$ cat src/rtl/mips_pkg.sv
// mips_pkg: shared types and constants for the MIPS memory subsystem.
// Provides bus widths, the arbiter FSM state and owner enums, and the
// grant-vector bit positions shared by the arbiter and its winner-select logic.
package mips_pkg;

  localparam int ADDR_W = 32;
  localparam int DATA_W = 32;

  // Width of the latency and starvation counters (legal limits are 1..15).
  localparam int CNT_W = 4;

  // Bit positions in the winner-select grant vector.
  localparam int GNT_IF = 0;
  localparam int GNT_D  = 1;

  typedef enum logic {
    ARB_IDLE = 1'b0,
    ARB_WAIT = 1'b1
  } arb_state_t;

  typedef enum logic {
    OWN_IF   = 1'b0,
    OWN_DATA = 1'b1
  } arb_owner_t;

endpackage

$ cat src/rtl/mips_arb_pick.sv
// mips_arb_pick: combinational winner select for the memory arbiter.
// Data requests beat fetches, except when a fetch has been passed over
// STARVE_MAX times in a row, in which case the fetch is forced through.
// Ports:
//   if_req, d_req   : pending requests
//   starve_cnt      : consecutive data wins while a fetch was waiting
//   grant           : one-hot winner (GNT_IF / GNT_D), zero if no request
//   starve_next     : counter value to load if this grant is taken
module mips_arb_pick
  import mips_pkg::*;
#(
  parameter int STARVE_MAX = 4
) (
  input  logic             if_req,
  input  logic             d_req,
  input  logic [CNT_W-1:0] starve_cnt,
  output logic [1:0]       grant,
  output logic [CNT_W-1:0] starve_next
);

  localparam logic [CNT_W-1:0] STARVE_TOP = CNT_W'(STARVE_MAX);

  logic if_forced;
  logic d_win;
  logic if_win;

  assign if_forced = if_req && (starve_cnt == STARVE_TOP);
  assign d_win     = d_req && !if_forced;
  assign if_win    = if_req && !d_win;

  always_comb begin
    grant         = '0;
    grant[GNT_IF] = if_win;
    grant[GNT_D]  = d_win;

    starve_next = starve_cnt;
    if (if_win) begin
      starve_next = '0;
    end else if (d_win && if_req && (starve_cnt != STARVE_TOP)) begin
      starve_next = starve_cnt + 1'b1;
    end
  end

endmodule

$ cat src/rtl/mips_mem_arbiter.sv
// mips_mem_arbiter: single-port memory arbiter between the fetch (IF) and
// load/store (D) ports of the MIPS pipeline.
// One transaction at a time: the accept cycle drives mem_* combinationally
// with mem_en=1, the FSM then waits MEM_LAT cycles, captures mem_rdata into
// the owner's rdata register, and pulses the owner's rvalid the cycle after.
// Ports:
//   clk, reset (async, active-low)
//   if_req/if_addr -> if_ready, if_rvalid, if_rdata
//   d_req/d_we/d_addr/d_wdata/d_be -> d_ready, d_rvalid, d_rdata
//   mem_en/mem_we/mem_addr/mem_wdata/mem_be -> memory, mem_rdata <- memory
//   busy : high while waiting on memory
module mips_mem_arbiter
  import mips_pkg::*;
#(
  parameter int MEM_LAT    = 2,
  parameter int STARVE_MAX = 4
) (
  input  logic                clk,
  input  logic                reset,
  input  logic                if_req,
  input  logic [ADDR_W-1:0]   if_addr,
  output logic                if_ready,
  output logic                if_rvalid,
  output logic [DATA_W-1:0]   if_rdata,
  input  logic                d_req,
  input  logic                d_we,
  input  logic [ADDR_W-1:0]   d_addr,
  input  logic [DATA_W-1:0]   d_wdata,
  input  logic [DATA_W/8-1:0] d_be,
  output logic                d_ready,
  output logic                d_rvalid,
  output logic [DATA_W-1:0]   d_rdata,
  output logic                mem_en,
  output logic                mem_we,
  output logic [ADDR_W-1:0]   mem_addr,
  output logic [DATA_W-1:0]   mem_wdata,
  output logic [DATA_W/8-1:0] mem_be,
  input  logic [DATA_W-1:0]   mem_rdata,
  output logic                busy
);

  localparam logic [CNT_W-1:0] LAT_LAST = CNT_W'(MEM_LAT);

  arb_state_t       state_reg, state_next;
  arb_owner_t       owner_reg, owner_next;
  logic [CNT_W-1:0] lat_cnt_reg, lat_cnt_next;
  logic [CNT_W-1:0] starve_cnt_reg, starve_cnt_next;
  logic             store_reg, store_next;
  logic [DATA_W-1:0] if_rdata_reg, d_rdata_reg;
  logic             if_rvalid_reg, d_rvalid_reg;

  logic [1:0]       grant;
  logic [CNT_W-1:0] starve_pick;
  logic             accept_if, accept_d, capture;

  mips_arb_pick #(
    .STARVE_MAX(STARVE_MAX)
  ) u_pick (
    .if_req     (if_req),
    .d_req      (d_req),
    .starve_cnt (starve_cnt_reg),
    .grant      (grant),
    .starve_next(starve_pick)
  );

  // Gating with reset keeps ready/mem_* at 0 while reset is held, since
  // these paths are combinational from the request inputs.
  assign accept_if = reset && (state_reg == ARB_IDLE) && grant[GNT_IF];
  assign accept_d  = reset && (state_reg == ARB_IDLE) && grant[GNT_D];
  assign capture   = (state_reg == ARB_WAIT) && (lat_cnt_reg == LAT_LAST);

  assign if_ready  = accept_if;
  assign d_ready   = accept_d;
  assign mem_en    = accept_if || accept_d;
  assign mem_we    = accept_d && d_we;
  assign mem_addr  = accept_d ? d_addr : (accept_if ? if_addr : '0);
  assign mem_wdata = accept_d ? d_wdata : '0;
  assign mem_be    = accept_d ? d_be : '0;

  assign busy      = (state_reg == ARB_WAIT);
  assign if_rvalid = if_rvalid_reg;
  assign d_rvalid  = d_rvalid_reg;
  assign if_rdata  = if_rdata_reg;
  assign d_rdata   = d_rdata_reg;

  always_comb begin
    state_next      = state_reg;
    owner_next      = owner_reg;
    lat_cnt_next    = lat_cnt_reg;
    starve_cnt_next = starve_cnt_reg;
    store_next      = store_reg;
    case (state_reg)
      ARB_IDLE: begin
        if (accept_if || accept_d) begin
          state_next      = ARB_WAIT;
          owner_next      = accept_d ? OWN_DATA : OWN_IF;
          store_next      = accept_d && d_we;
          lat_cnt_next    = CNT_W'(1);
          starve_cnt_next = starve_pick;
        end
      end
      ARB_WAIT: begin
        if (capture) begin
          state_next   = ARB_IDLE;
          lat_cnt_next = '0;
        end else begin
          lat_cnt_next = lat_cnt_reg + 1'b1;
        end
      end
      default: state_next = ARB_IDLE;
    endcase
  end

  always_ff @(posedge clk or negedge reset) begin
    if (!reset) begin
      state_reg      <= ARB_IDLE;
      owner_reg      <= OWN_IF;
      lat_cnt_reg    <= '0;
      starve_cnt_reg <= '0;
      store_reg      <= 1'b0;
      if_rdata_reg   <= '0;
      d_rdata_reg    <= '0;
      if_rvalid_reg  <= 1'b0;
      d_rvalid_reg   <= 1'b0;
    end else begin
      state_reg      <= state_next;
      owner_reg      <= owner_next;
      lat_cnt_reg    <= lat_cnt_next;
      starve_cnt_reg <= starve_cnt_next;
      store_reg      <= store_next;
      if_rvalid_reg  <= capture && (owner_reg == OWN_IF);
      d_rvalid_reg   <= capture && (owner_reg == OWN_DATA);
      if (capture && (owner_reg == OWN_IF)) begin
        if_rdata_reg <= mem_rdata;
      end
      if (capture && (owner_reg == OWN_DATA)) begin
        d_rdata_reg <= store_reg ? '0 : mem_rdata;
      end
    end
  end

endmodule

$ cat config.mk
export PLATFORM = sky130hd
export DESIGN_NAME = mips_mem_arbiter
export DESIGN_NICKNAME = d
export VERILOG_FILES = /design/src/rtl/mips_pkg.sv /design/src/rtl/mips_arb_pick.sv /design/src/rtl/mips_mem_arbiter.sv
export SDC_FILE = /design/constraint.sdc
export NUM_CORES = 1
export LEC_CHECK = 0
export ABC_AREA = 0
export BUFFER_PORTS_ARGS = -buffer_cell sky130_fd_sc_hd__buf_2
export CORE_AREA = 10 10 112 114
export CTS_BUF_LIST = sky130_fd_sc_hd__clkbuf_4 sky130_fd_sc_hd__clkbuf_8
export CTS_CLUSTER_SIZE = 14
export DETAILED_ROUTE_END_ITERATION = 12
export DIE_AREA = 0 0 122 124
export PLACE_DENSITY = 0.87
export SKIP_CTS_REPAIR_TIMING = 1
export SYNTH_ARGS = -nofsm -noshare
export SYNTH_HDL_FRONTEND = slang
export SYNTH_HIERARCHICAL = 1
export SYNTH_SLANG_ARGS = --single-unit
$ cat constraint.sdc
create_clock -name clk -period 1.7 [get_ports clk]
set_input_delay 0 -clock clk [delete_from_list [all_inputs] [get_ports clk]]
set_output_delay 0 -clock clk [all_outputs]
set_load 0.02 [all_outputs]
-- Word level (Yosys, flattened, before mapping)
Index checks and enable logic that the tools add are counted.
Widths: inputs -> output; s select.
- eq/ne operators: 4
- mux-type cells: 14
- add/sub/neg operators: 2
- bitwise logic cells: 2
- reduce and logical (&&, ||, !) cells: 18
- operator list (operator ; count):
    $mux 32 ; 4
    $mux 4 ; 5
    $logic_and 1x1->1 ; 12
    $add 4x1->4 const B ; 2
    $pmux 4 s2 ; 1
    $eq 4x2->1 const B ; 1
    $eq 4x3->1 const B ; 1
    $ne 4x3->1 const B ; 1
    $mux 1 ; 3
    $reduce_and 3->1 ; 1
    $logic_not 1->1 ; 2
    $ne 2x2->1 const B ; 1
    $not 1->1 ; 2
    $pmux 1 s2 ; 1
    $reduce_and 2->1 ; 1
    $reduce_bool 2->1 ; 1
    $logic_or 1x1->1 ; 1
- register bits: 77
- word-level logic and storage cells: 49
- input bits: 137

-- Longest topological paths before layout
Gate-level depths: netlist (run 1).
- depth in word-level cells: 10
- gate-level depth with buffers: 9
- depth with buffers taken out: 7

-- By module
Netlist (run 1), hierarchy kept.
- by module, submodules not included (module ; area each (µm²) ; times used ; cells each):
    mips_mem_arbiter ; 3787.4 ; 1 ; 305
    mips_arb_pick ; 156.4 ; 1 ; 24

-- Least setup slack after synthesis (run 1)
OpenSTA, ideal clock, no wires.
- path kind: reg2out
- start: register starve_cnt_reg[0]
- end: output mem_addr[10]
- slack: -215 ps
- arrival time: 1915 ps
- path buffers: 2
- stages on the path, launching flop included: 10
- data required time: 1700 ps
- cells stage by stage: dfrtp_1 -> inv_1 -> ha_1 -> nand3b_1 -> a21oi_1 -> buf_4 -> nand3b_1 -> nor2_1 -> clkbuf_1 -> a22o_1
- longest elaborated chain between the ends: 9
- elaborated cells on any way between the ends: 10
- classes of those cells: eq/ne: 1; mux: 2; reduce/logical: 7
- ends and longest elaborated chain (item ; RTL line ; RTL):
    start: declaration ; mips_mem_arbiter.sv:47 ; logic [CNT_W-1:0] starve_cnt_reg, starve_cnt_next;
    start signal: assignment ; mips_mem_arbiter.sv:129 ; starve_cnt_reg <= starve_cnt_next;
    $eq 4x3->1 ; mips_arb_pick.sv:27 ; assign if_forced = if_req && (starve_cnt == STARVE_TOP);
    $logic_and 1x1->1 ; mips_arb_pick.sv:27 ;
    $logic_not 1->1 ; mips_arb_pick.sv:28 ; assign d_win = d_req && !if_forced;
    $logic_and 1x1->1 ; mips_arb_pick.sv:28 ;
    $logic_not 1->1 ; mips_arb_pick.sv:29 ; assign if_win = if_req && !d_win;
    $logic_and 1x1->1 ; mips_arb_pick.sv:29 ;
    via u_pick.if_win ; mips_arb_pick.sv:25 ; logic if_win;
    $logic_and 1x1->1 ; mips_mem_arbiter.sv:68 ; assign accept_if = reset && (state_reg == ARB_IDLE) && grant[GNT_IF];
    $mux 32 (2 in series) ; mips_mem_arbiter.sv:76 ; assign mem_addr = accept_d ? d_addr : (accept_if ? if_addr : '0);
    end: declaration ; mips_mem_arbiter.sv:35 ; output logic [ADDR_W-1:0] mem_addr,
The timed path passes the listed nets, and every way through them passes these cells.

-- Final worst setup path (run 1)
- start: register starve_cnt_reg[1]
- end: output mem_addr[19]
- longest elaborated chain between the ends: 9
- elaborated cells on any way between the ends: 10
- classes of those cells: eq/ne: 1; mux: 2; reduce/logical: 7
- ends and longest elaborated chain (item ; RTL line ; RTL):
    $eq 4x3->1 ; mips_arb_pick.sv:27 ;
    $logic_and 1x1->1 ; mips_arb_pick.sv:27 ;
    $logic_not 1->1 ; mips_arb_pick.sv:28 ;
    $logic_and 1x1->1 ; mips_arb_pick.sv:28 ;
    $logic_not 1->1 ; mips_arb_pick.sv:29 ;
    $logic_and 1x1->1 ; mips_arb_pick.sv:29 ;
    via grant[0] ; mips_mem_arbiter.sv:52 ; logic [1:0] grant;
    $logic_and 1x1->1 ; mips_mem_arbiter.sv:68 ;
    $mux 32 (2 in series) ; mips_mem_arbiter.sv:76 ;
The timed path passes the listed nets, and every way through them passes these cells.

==> results of run 1 <==
==> cell families after synthesis <==
logic type | count (synthesis)
xor gates and xnor gates | 1
adders and majority gates | 4
buffers and inverters | 37
muxes | 68
AOI/OAI and AO/OA | 49
DFF | 77
and+or+nand+nor | 93
==> worst max-delay path by stage <==
stage | from | endpoint | slack, ns | depth (start not counted)
CTS | starve_cnt_reg[1] | mem_addr[12] | -0.65 | 7
global route | starve_cnt_reg[1] | mem_addr[31] | -0.63 | 10
detailed placement | starve_cnt_reg[1] | mem_addr[12] | -0.26 | 7
finish | starve_cnt_reg[1] | mem_addr[19] | -0.52 | 10
global placement | starve_cnt_reg[1] | mem_addr[0] | -0.16 | 7
floorplan | starve_cnt_reg[1] | starve_cnt_reg[0] | -0.04 | 8
==> cells in the mapped netlist <==
master | n | area, um^2
or2b_1 | 1 | 7.51
nand4_1 | 2 | 12.5
nand3_1 | 2 | 10.0
buf_6 | 5 | 56.3
nor2_1 | 2 | 7.51
o22ai_1 | 1 | 6.26
a22o_1 | 32 | 280
nor2b_1 | 34 | 213
o21ai_0 | 4 | 20.0
and3b_1 | 1 | 8.76
nand2_1 | 2 | 7.51
o21a_1 | 2 | 15.0
mux2_2 | 68 | 766
nand3b_1 | 2 | 15.0
buf_4 | 4 | 30.0
o2bb2ai_1 | 3 | 26.3
and2_1 | 1 | 6.26
nand2b_1 | 5 | 31.3
buf_2 | 5 | 25.0
a21o_1 | 2 | 15.0
o31a_1 | 1 | 8.76
clkbuf_1 | 15 | 56.3
inv_1 | 8 | 30.0
a211o_1 | 1 | 8.76
nor3b_4 | 1 | 18.8
xnor2_1 | 1 | 8.76
and3_1 | 38 | 238
a21oi_1 | 1 | 5.00
o21bai_1 | 1 | 7.51
nor4_1 | 1 | 6.26
a22o_2 | 1 | 10.0
nand3_2 | 1 | 10.0
ha_1 | 4 | 50.1
dfrtp_1 | 77 | 1930
==> layout make-up <==
type	instances	area (um^2)
clock buffer	9	124
clock inverter	7	91.3
multi-input combinational	217	2320
tap	136	170
inverter	8	30.0
fill	706	2990
timing repair buffer	350	2580
sequential	77	1930
antenna	1	2.50
==> report_power, final <==
part	internal (mW)	leakage [nW]	switching, mW
clock	0.714	0.105	0.773
sequential	2.72	0.947	0.539
combinational	2.74	2.80	2.96
total	6.18	3.86	4.27
==> per-layer routing <==
metal	vias to the layer above	global-route usage	share of wire
li1	1850	-	-
met4	0	0.0790	0.034
met2	214	0.363	0.53
met3	35	0.0697	0.092
met1	2030	0.203	0.34
met5	-	0	0
==> through the flow <==
stage,std cells,TNS (ns),hold WS (ns),area (um^2),worst slack [ns]
after floorplan,329,-1.51,-0.296,4350,-0.0426
after global placement,732,-5.20,-0.173,5860,-0.159
after detailed placement,732,-9.07,-0.170,5860,-0.257
after CTS,748,-35.80,-0.561,6080,-0.647
after global routing,804,-38.05,0.0982,7240,-0.632
final,805,-28.70,0.0974,7250,-0.523
==> critical path, cell delays in order (launching register included) <==
cell       delay [ns]
dfrtp_1          0.43
inv_2            0.09
ha_4             0.14
nand3b_1         0.17
a21oi_2          0.19
nand3b_1         0.16
nor2_4           0.16
buf_12           0.15
clkbuf_16        0.15
a22o_4           0.11
buf_6            0.12
==> metrics.txt, run 1 <==
post-synthesis compound-gate area fraction 0.102; number of routed nets with antenna violations 0; VDD IR max around 0.0007 V; Syn Nets 470; most common library cell in the layout ignoring fill and taps buf_2; DR iter-0 viols 255; fin crit period between 2 and 2.5 ns; max_cap viols 0; Pleak 3.86 nW; Max Slew Vio Count 0; total CTS buffers 9; routed via count slightly above 4,000; Worst Setup Slack, final -0.523 ns; simple-gate share of the synthesized area 0.150; main combinational cell family by area after synthesis multiplexers; Setup crit end kind output pin; Pwr Total ~10 mW; Synth Area in Adders 0.0127; Synth cell types 34; htree depth 3; unrepaired setup endpoints after global routing yes; most frequent cells in the layout buf_2 (219), dfrtp_1 (77), buf_6 (55); Initial Util 0.385; fin util 0.708; Yosys warning total 6; skew final approximately 0.016 ns; io pins between 200 and 300; status finished, violations left; RR Endpoint starve_cnt_reg[3]; die outline height 124 um; Core ar. between 10,000 and 15,000 um^2; largest net degree at the start of global routing between 70 and 80; Chip Width between 100 and 150 um; Wirelength per Cell 23.2 um; fmax 0.450 GHz; number of global-route vias before repair between 4,000 and 5,000; CTS tree done; period utilisation layout 1.31; gr usage total 0.199; first-pass GRT wire length between 20,000 and 25,000 um; Worst Hold Class in2async; worst rel slew slack 0.394; gp weighted congestion between 0.9 and 1; pwr dens approximately 1400 nW/um^2; startpoint types flip-flop; crit path DAT 2.22 ns; FP Rows 37; Post-Syn Area between 3000 and 4000 um^2; initial antenna violation count 0; clk sinks 77; Worst R2R Setup Slack -0.19 ns; register area share after synthesis 0.489; clk slew on worst S/H paths 0.09 ns; worst r2r src starve_cnt_reg[1]; P&R area growth vs syn 83.7%; synthesized area per cell 12.0 um^2; xor/xnor cell area share of the yosys netlist 0.00222; die area roughly 15,000 um^2; first-pass iteration count of the detailed router 4; Post-Synthesis Cells approximately 330; DPL Wire Length about 13,000 um; vias per cell a little over 5; grt total ovfl 0; Final Hold Vio Count 0; failing checks negative setup slack; proportion of synthesized area in mux cells 0.194; critical path type reg2out; Critical Path Fanout Max 7; Layout Nets about 800; CP required about 1.7 ns; Worst-Margin Slew a little over 0.9 ns; maximum root-to-sink buffer count 2; layout cells sized above 1 0.684; Post-route DRC 0; IO Port Bufs 275; CTS root buf clkbuf_8; Setup violations, final between 100 and 150; worst r2r path cells 7; worst-skew pair later-pin latency around 0.36 ns; Post-Route WL 18,600 um; Yosys reg bits 77
Power figures use the tool's default switching activity.
==> inputs of run 2 (changes only) <==
Settings changed: CORE_AREA 10 10 112 114 to 10 10 88 147, DIE_AREA 0 0 122 124 to 0 0 98 157, PLACE_DENSITY 0.87 to 0.86, SKIP_LAST_GASP set to 1.
==> run 2 against run 1 <==
Net effect: the flow still finishes with violations (negative setup slack); via count decreased by 1.0%; highest routed layer is now met5; utilization shrank 5.6 points; non-clock buffer count shrank 5; worst hold slack lost 0.057 ns; die area increased by 1.7%.
==> metrics.txt, run 2 (synthesized netlist as in run 1, its figures left out) <==
die outline height 157 um (+27%); Post-route DRC 0 (unchanged); Post-Route WL 17,600 um (-5.7%); routed via count 4,087 (-1.0%); DR iter-0 viols 156 (-39%); vias per cell 5.17 (+0.86%); Pleak 3.79 nW (-1.8%); fin util 0.653 (-0.0555); layout cells sized above 1 0.669 (-0.0149); status finished, violations left; crit path DAT 2.22 ns (about the same); gp weighted congestion 0.777 (-14%); DPL Wire Length 13,000 um (-1.9%); maximum root-to-sink buffer count 2 (unchanged); htree depth 3 (unchanged); pwr dens 1430 nW/um^2 (-0.55%); first-pass iteration count of the detailed router 4 (unchanged); max_cap viols 0 (unchanged); FP Rows 50 (+35%); worst rel slew slack 0.342 (-0.0518); most common library cell in the layout ignoring fill and taps buf_2; startpoint types flip-flop; fmax 0.451 GHz (+0.22%); Max Slew Vio Count 0 (unchanged); largest net degree at the start of global routing 77 (+5.5%); CTS tree done; initial antenna violation count 2 (+2); IO Port Bufs 275 (unchanged); Worst Setup Slack, final -0.518 ns (+0.00479 ns); gr usage total 0.191 (-0.00783); period utilisation layout 1.30 (-0.00282); Worst Hold Class in2reg; io pins 276 (unchanged); Setup violations, final 98 (-14%); total CTS buffers 9 (unchanged); Chip Width 98 um (-20%); fin crit period 2.22 ns (-0.00479 ns); first-pass GRT wire length 23,400 um (-0.44%); clk sinks 77 (unchanged); Core ar. 10,600 um^2 (+3.3%); clk slew on worst S/H paths 0.08 ns (about the same); unrepaired setup endpoints after global routing yes; Final Hold Vio Count 0 (unchanged); worst-skew pair later-pin latency 0.34 ns (-0.02 ns); die area 15,400 um^2 (+1.7%); final-layout fill cell count 757 (+7.2%); Final TNS setup -24.21 ns (+4.48 ns); Layout Nets 797 (-0.87%); Worst-Margin Slew 0.986 ns (+0.0778 ns); Initial Util 0.373 (-0.0125); skew final 0.0108 ns (-0.00480 ns); CTS root buf clkbuf_8; grt total ovfl 0 (unchanged); P&R area growth vs syn 75.0%; critical path type reg2out; number of routed nets with antenna violations 0 (unchanged); Pwr Total 9.90 mW (-5.3%); most frequent cells in the layout buf_2 (241), dfrtp_1 (77), mux2_2 (40); Critical Path Fanout Max 9 (+2); failing checks negative setup slack; number of global-route vias before repair 4,425 (+6.8%); CP required 1.70 ns (about the same); VDD IR max 0.000962 V (+35%); Wirelength per Cell 22.3 um (-3.9%); Setup crit end kind output pin
-- run 2: cell count changes in the layout (fill, tap and decap cells not counted), sizes merged --
| cell | previous run | this run |
|---|---|---|
| buf | 310 | 305 |
| clkbuf | 15 | 19 |
| inv | 11 | 8 |
| and2 | 3 | 1 |
| bufinv | 1 | 0 |
| clkinv | 2 | 1 |
| dlygate4sd3 | 34 | 33 |
-- run 2: power by group --
group / internal, mW / switching [mW] / total (mW) / leakage, nW
registers: 2.73 / 0.554 / 3.28 / 0.947
clock network: 0.561 / 0.609 / 1.17 / 0.0826
logic: 2.57 / 2.88 / 5.45 / 2.76
-- run 2: final cells by class --
type / count / area [um^2] / area share
Antenna cell: 1 / 2.50 / 0.000363
Inverter: 8 / 30.0 / 0.00435
Tap cell: 130 / 163 / 0.0236
Multi-Input combinational cell: 215 / 2240 / 0.325
Clock buffer: 12 / 146 / 0.0212
Clock inverter: 2 / 12.5 / 0.00181
Timing Repair Buffer: 345 / 2380 / 0.345
Sequential cell: 77 / 1930 / 0.279
-- run 2: worst max-delay path: stages (launching register included) --
cell and delay [ns]:
dfrtp_1 0.40, inv_2 0.08, ha_4 0.14, nand3b_1 0.15, a21oi_2 0.20, nand3b_1 0.17, nor2_4 0.16, buf_12 0.15
clkbuf_16 0.17, a22o_4 0.11, buf_4 0.13
-- run 2: worst paths after layout --
| check | start | endpoint | slack [ns] | depth (start not counted) |
|---|---|---|---|---|
| min reg2reg | d_rdata[24] | d_rdata[24] | 0.50 | 1 |
| min in group asynchronous | reset | starve_cnt_reg[3] | 0.05 | 2 |
| max | starve_cnt_reg[1] | mem_addr[14] | -0.52 | 10 |
| max reg2reg | lat_cnt_reg[0] | if_rdata[2] | -0.06 | 7 |
| max in group asynchronous | reset | d_rdata[29] | 0.50 | 3 |
| min | d_we | store_reg | 0.04 | 3 |
-- run 2: metal layers --
metal | up-vias | routed length, um | track usage
met4 | 2 | 554 | 0.0786
li1 | 1827 | - | -
met1 | 1978 | 6190 | 0.195
met5 | - | 7 | 0
met2 | 243 | 9020 | 0.324
met3 | 37 | 1820 | 0.0926
-- run 2: stage by stage --
stage          cell area [um^2]  hold WS (ns)  setup WS [ns]  cells
6_report                   6900        0.0404         -0.518    790
4_1_cts                    6090        -0.571         -0.485    744
3_5_place_dp               5940        -0.201        -0.0864    730
3_3_place_gp               5940        -0.201        -0.0368    730
2_1_floorplan              4350        -0.296        -0.0426    329
5_1_grt                    6900        0.0377         -0.655    790
